$ cat config.mk
export PLATFORM = sky130hd
export DESIGN_NAME = conv_loop_controller
export DESIGN_NICKNAME = d
export VERILOG_FILES = /design/src/rtl/conv_loop_controller.sv
export SDC_FILE = /design/constraint.sdc
export NUM_CORES = 1
export LEC_CHECK = 0
export CORE_UTILIZATION = 37
export DETAILED_ROUTE_END_ITERATION = 12
export PLACE_DENSITY = 0.66
export SLEW_MARGIN = 10
export SYNTH_ARGS = -nofsm -noshare
export SYNTH_HDL_FRONTEND = slang
export SYNTH_SLANG_ARGS = --single-unit
$ cat constraint.sdc
create_clock -name clk -period 3.85 [get_ports clk]
set_clock_uncertainty 0.1 [all_clocks]
set_input_delay 0.77 -clock clk [delete_from_list [all_inputs] [get_ports clk]]
set_output_delay 0.77 -clock clk [all_outputs]
set_load 0.05 [all_outputs]
$ cat src/rtl/conv_loop_controller.sv
`default_nettype none
// ============================================================================
// Module      : conv_loop_controller
// Description : Loop sequencer for a convolution MAC datapath (kernel, channel
//               and output-coordinate loops with a one-cycle writeback).
// Revision    : 1.0
// ============================================================================
module conv_loop_controller #(
   parameter int FEATURE_MAP_WIDTH  = 64,
   parameter int FEATURE_MAP_HEIGHT = 64,
   parameter int INPUT_NB_CHANNELS  = 4,
   parameter int OUTPUT_NB_CHANNELS = 32,
   parameter int KERNEL_SIZE        = 3,
   localparam int XW  = $clog2((FEATURE_MAP_WIDTH  > 2) ? FEATURE_MAP_WIDTH  : 2),
   localparam int YW  = $clog2((FEATURE_MAP_HEIGHT > 2) ? FEATURE_MAP_HEIGHT : 2),
   localparam int CIW = $clog2((INPUT_NB_CHANNELS  > 2) ? INPUT_NB_CHANNELS  : 2),
   localparam int COW = $clog2((OUTPUT_NB_CHANNELS > 2) ? OUTPUT_NB_CHANNELS : 2),
   localparam int KW  = $clog2((KERNEL_SIZE        > 2) ? KERNEL_SIZE        : 2)
) (
   input  logic           clk,
   input  logic           arst_n_in,
   input  logic           start,
   output logic           running,
   input  logic           a_valid,
   input  logic           b_valid,
   output logic           a_ready,
   output logic           b_ready,
   output logic           mac_valid,
   output logic           acc_clear,
   output logic [KW-1:0]  k_x,
   output logic [KW-1:0]  k_y,
   output logic [CIW-1:0] in_ch,
   output logic [XW-1:0]  output_x,
   output logic [YW-1:0]  output_y,
   output logic [COW-1:0] output_ch,
   output logic           output_valid
);

   typedef enum logic [1:0] {
      ST_IDLE = 2'd0,
      ST_RUN  = 2'd1,
      ST_WB   = 2'd2
   } state_t;

   localparam logic [KW-1:0]  c_k_last  = KW'(KERNEL_SIZE - 1);
   localparam logic [CIW-1:0] c_ci_last = CIW'(INPUT_NB_CHANNELS - 1);
   localparam logic [XW-1:0]  c_x_last  = XW'(FEATURE_MAP_WIDTH - 1);
   localparam logic [YW-1:0]  c_y_last  = YW'(FEATURE_MAP_HEIGHT - 1);
   localparam logic [COW-1:0] c_co_last = COW'(OUTPUT_NB_CHANNELS - 1);

   state_t           r_state;
   logic [KW-1:0]    r_k_x;
   logic [KW-1:0]    r_k_y;
   logic [CIW-1:0]   r_in_ch;
   logic [XW-1:0]    r_out_x;
   logic [YW-1:0]    r_out_y;
   logic [COW-1:0]   r_out_ch;

   logic w_run;
   logic w_fire;

   // Each ready depends on the other operand so a pair is always consumed together.
   assign w_run   = (r_state == ST_RUN);
   assign w_fire  = w_run && a_valid && b_valid;

   assign running      = (r_state != ST_IDLE);
   assign output_valid = (r_state == ST_WB);
   assign a_ready      = w_run && b_valid;
   assign b_ready      = w_run && a_valid;
   assign mac_valid    = w_fire;
   assign acc_clear    = w_fire && (r_k_x == '0) && (r_k_y == '0) && (r_in_ch == '0);
   assign k_x          = r_k_x;
   assign k_y          = r_k_y;
   assign in_ch        = r_in_ch;
   assign output_x     = r_out_x;
   assign output_y     = r_out_y;
   assign output_ch    = r_out_ch;

   always_ff @(posedge clk or negedge arst_n_in) begin
      if (!arst_n_in) begin
         r_state  <= ST_IDLE;
         r_k_x    <= '0;
         r_k_y    <= '0;
         r_in_ch  <= '0;
         r_out_x  <= '0;
         r_out_y  <= '0;
         r_out_ch <= '0;
      end else begin
         case (r_state)
            ST_IDLE: begin
               if (start) begin
                  r_state  <= ST_RUN;
                  r_k_x    <= '0;
                  r_k_y    <= '0;
                  r_in_ch  <= '0;
                  r_out_x  <= '0;
                  r_out_y  <= '0;
                  r_out_ch <= '0;
               end
            end
            ST_RUN: begin
               if (w_fire) begin
                  if (r_k_x == c_k_last) begin
                     r_k_x <= '0;
                     if (r_k_y == c_k_last) begin
                        r_k_y <= '0;
                        if (r_in_ch == c_ci_last) begin
                           r_in_ch <= '0;
                           r_state <= ST_WB;
                        end else begin
                           r_in_ch <= r_in_ch + CIW'(1);
                        end
                     end else begin
                        r_k_y <= r_k_y + KW'(1);
                     end
                  end else begin
                     r_k_x <= r_k_x + KW'(1);
                  end
               end
            end
            ST_WB: begin
               // Outer coordinates stay put during WB so they name the finished output.
               r_state <= ST_RUN;
               if (r_out_ch == c_co_last) begin
                  r_out_ch <= '0;
                  if (r_out_x == c_x_last) begin
                     r_out_x <= '0;
                     if (r_out_y == c_y_last) begin
                        r_out_y <= '0;
                        r_state <= ST_IDLE;
                     end else begin
                        r_out_y <= r_out_y + YW'(1);
                     end
                  end else begin
                     r_out_x <= r_out_x + XW'(1);
                  end
               end else begin
                  r_out_ch <= r_out_ch + COW'(1);
               end
            end
            default: r_state <= ST_IDLE;
         endcase
      end
   end

endmodule
`default_nettype wire

==> out/metrics.cfg <==
[status]
outcome = complete, no violations

[layout]
layout-drive-gt1-share_pct = 6.08
post-route-util_pct = 51.6
syn_to_final_growth_pct = 29.5
diodes = 0
layout.nets = 193

[timing]
hold_violations = 0
max_slew_margin_pct = 58.6
max_freq_mhz = 304
finalCritPeriodShare_pct = 85.5
setup_viol = 0
drv_slew = 0
worstMarginPinSlew_ns = 0.620
rsz0062_at_grt = false
min_period_ns = 3.29
fin_hold_ws_ns = 0.390
setup_tns_ns = 0

[clock_tree]
postCtsHoldBufs = 0
max-clock-path-buffers = 2
post-cts-setup-buffer-count = 0
cts_resized = 0
cts_tree = built
numCtsBuffers = 3
h-tree-depth = 1
clock_latency_ns = 0.27
clkSinkCount = 25
root_buffer = clkbuf_8
clk_pin_slew_worst_paths_ns = 0.09

[global_routing]
grt_antenna_before_repair = 0
globalRouteMet2Util_pct = 26.6
grt.total_usage_pct = 16.5
grt_pass1_vias = 1156
use_met3_pct = 3.10
use_met1_pct = 22.0
grt_overflow = 0
grt_pass1_wl_um = 5240
grt_max_degree = 26
gr-max-usage-layer = met2

[worst_setup_path]
cp-end-kind = output pin
startpoint = b_valid
worstSetupStartpointType = primary input
worst-setup-path-type = primary input to output pin
crit_fanout = 6
worstReg2RegStart = output_ch[0]
worstPathArrival_ns = 2.42
worstPathRequired_ns = 2.98

[flow_run]
drv_cap = 0

[logic_synthesis]
synth-seq-cells = 25
ys.flop_type = dfrtp_1
yosys_warnings = 0
syn_nets = 159
syn_area_um2 = 1370
yosysUniqueCellTypes = 42
synthCells = 148
ys_seq_area_share_pct = 45.6
synthArstFlopShare_pct = 100
synth_edf_count = 0
postSynthAreaPerCell_um2 = 9.27

[min_path]
min_path_type = primary input to async pin

[die]
ios = 34
core-area_um2 = 3440
die-area_um2 = 3950
die_x_um = 62.9
rows = 21
initial_core_util_pct = 39.8
die_h_um = 62.9

[detailed_routing]
via_per_inst = 5.15
drc = 0
firstDrtPassIters = 4
vias = 1170
wirelength_um = 2920
wl_per_cell_um = 12.9
drt_iter0_drc = 38
ant_nets = 0

[power_and_ir_drop]
max-vdd-ir-drop_mv = 0.211
leakage_nw = 0.745
p_per_area_nw_per_um2 = 381

[placement]
port_buffers = 33
gp_congestion = 0.781
dp_hpwl_um = 2200

critical path, cell delays in order:
cell and delay [ns]:
clkdlybuf4s50_1 0.48, and4b_1 0.33, clkdlybuf4s50_1 0.85
cell families after synthesis:
family | count (synthesis) | share of synthesized area (%)
AO/OA/AOI/OAI | 27 | 12.5
XOR/XNOR | 4 | 2.55
adder cells (fa/ha/maj) | 6 | 5.47
buffers and inverters | 10 | 3.74
flip-flops | 25 | 45.6
multiplexers | 4 | 3.38
AND/OR/NAND/NOR | 72 | 26.7
placed cells by master, fill, tap and decap left out, types with 3 or more instances in the layout:
| master | n |
|---|---|
| nor2b_1 | 5 |
| o31ai_1 | 3 |
| o21ai_0 | 11 |
| nand3_1 | 5 |
| clkdlybuf4s50_1 | 31 |
| clkbuf_8 | 3 |
| nand2b_1 | 3 |
| nor2_1 | 15 |
| and2_1 | 3 |
| ha_1 | 6 |
| xnor2_1 | 4 |
| inv_1 | 4 |
| nor3b_1 | 4 |
| and3_1 | 4 |
| nand2_1 | 22 |
| dfrtp_1 | 25 |
final timing paths:
kind | endpoint | slack [ns] | depth (start not counted)
setup / recovery | mac_valid | 0.56 | 3
hold / removal | output_x[5] | 0.39 | 1
min in group clk | output_ch[3] | 0.41 | 1
setup reg to reg | output_y[2] | 1.46 | 7
hold reg to reg | output_ch[3] | 0.41 | 1
max in group asynchronous | output_y[5] | 2.84 | 1
layer usage:
| metal | share of wire, % | up-vias | wire (µm) |
|---|---|---|---|
| met2 | 49 | 23 | 1450 |
| met1 | 47 | 564 | 1380 |
| met4 | 0.92 | 0 | 27 |
| met5 | 0 | - | 0 |
| li1 | - | 581 | - |
| met3 | 2.4 | 2 | 71 |
cells in the mapped netlist (3+ instances only):
library cell	count	area, µm²
xnor2_1	4	35.0
o21ai_0	11	55.1
nand2b_1	3	18.8
dfrtp_1	25	626
inv_1	4	15.0
nor2_1	15	56.3
nor2b_1	5	31.3
nand2_1	22	82.6
ha_1	6	75.1
o31ai_1	3	22.5
nand3_1	5	25.0
and3_1	4	25.0
nor3b_1	4	30.0
and2_1	3	18.8
state kept, by name, indices dropped and copies added, names as in the netlist:
| name | cells |
|---|---|
| output_y | 6 |
| in_ch | 2 |
| k_x | 2 |
| k_y | 2 |
| output_x | 6 |
| r_state | 2 |
| output_ch | 5 |
per-stage QoR:
| step | std cells | power (mW) | setup slack [ns] | area [µm²] |
|---|---|---|---|---|
| 6_report | 227 | 0.677 | 0.557 | 1780 |
| 5_1_grt | 227 | 0.710 | 0.507 | 1780 |
| 4_1_cts | 227 | 0.686 | 0.576 | 1780 |
| 3_5_place_dp | 223 | 0.526 | 0.588 | 1730 |
| 3_3_place_gp | 223 | 0.523 | 0.597 | 1730 |
| 2_1_floorplan | 148 | 0.449 | 1.01 | 1370 |
power breakdown:
| group | switching [mW] | internal (mW) | total, mW | leakage [nW] |
|---|---|---|---|---|
| Sequential | 0.0286 | 0.285 | 0.313 | 0.287 |
| Combinational | 0.135 | 0.0705 | 0.206 | 0.437 |
| Clock | 0.0844 | 0.0733 | 0.158 | 0.0217 |
area by class of cell:
type                    count  area [µm²]
fillers                   353        1670
multi-input cells         113         694
flip-flops and latches     25         626
repair buffers             34         330
well taps                  46        57.6
clock buffers               3        41.3
inverters                   5        18.8
clock inverters             1        7.51
No activity file was read; power rests on OpenSTA's default activity.
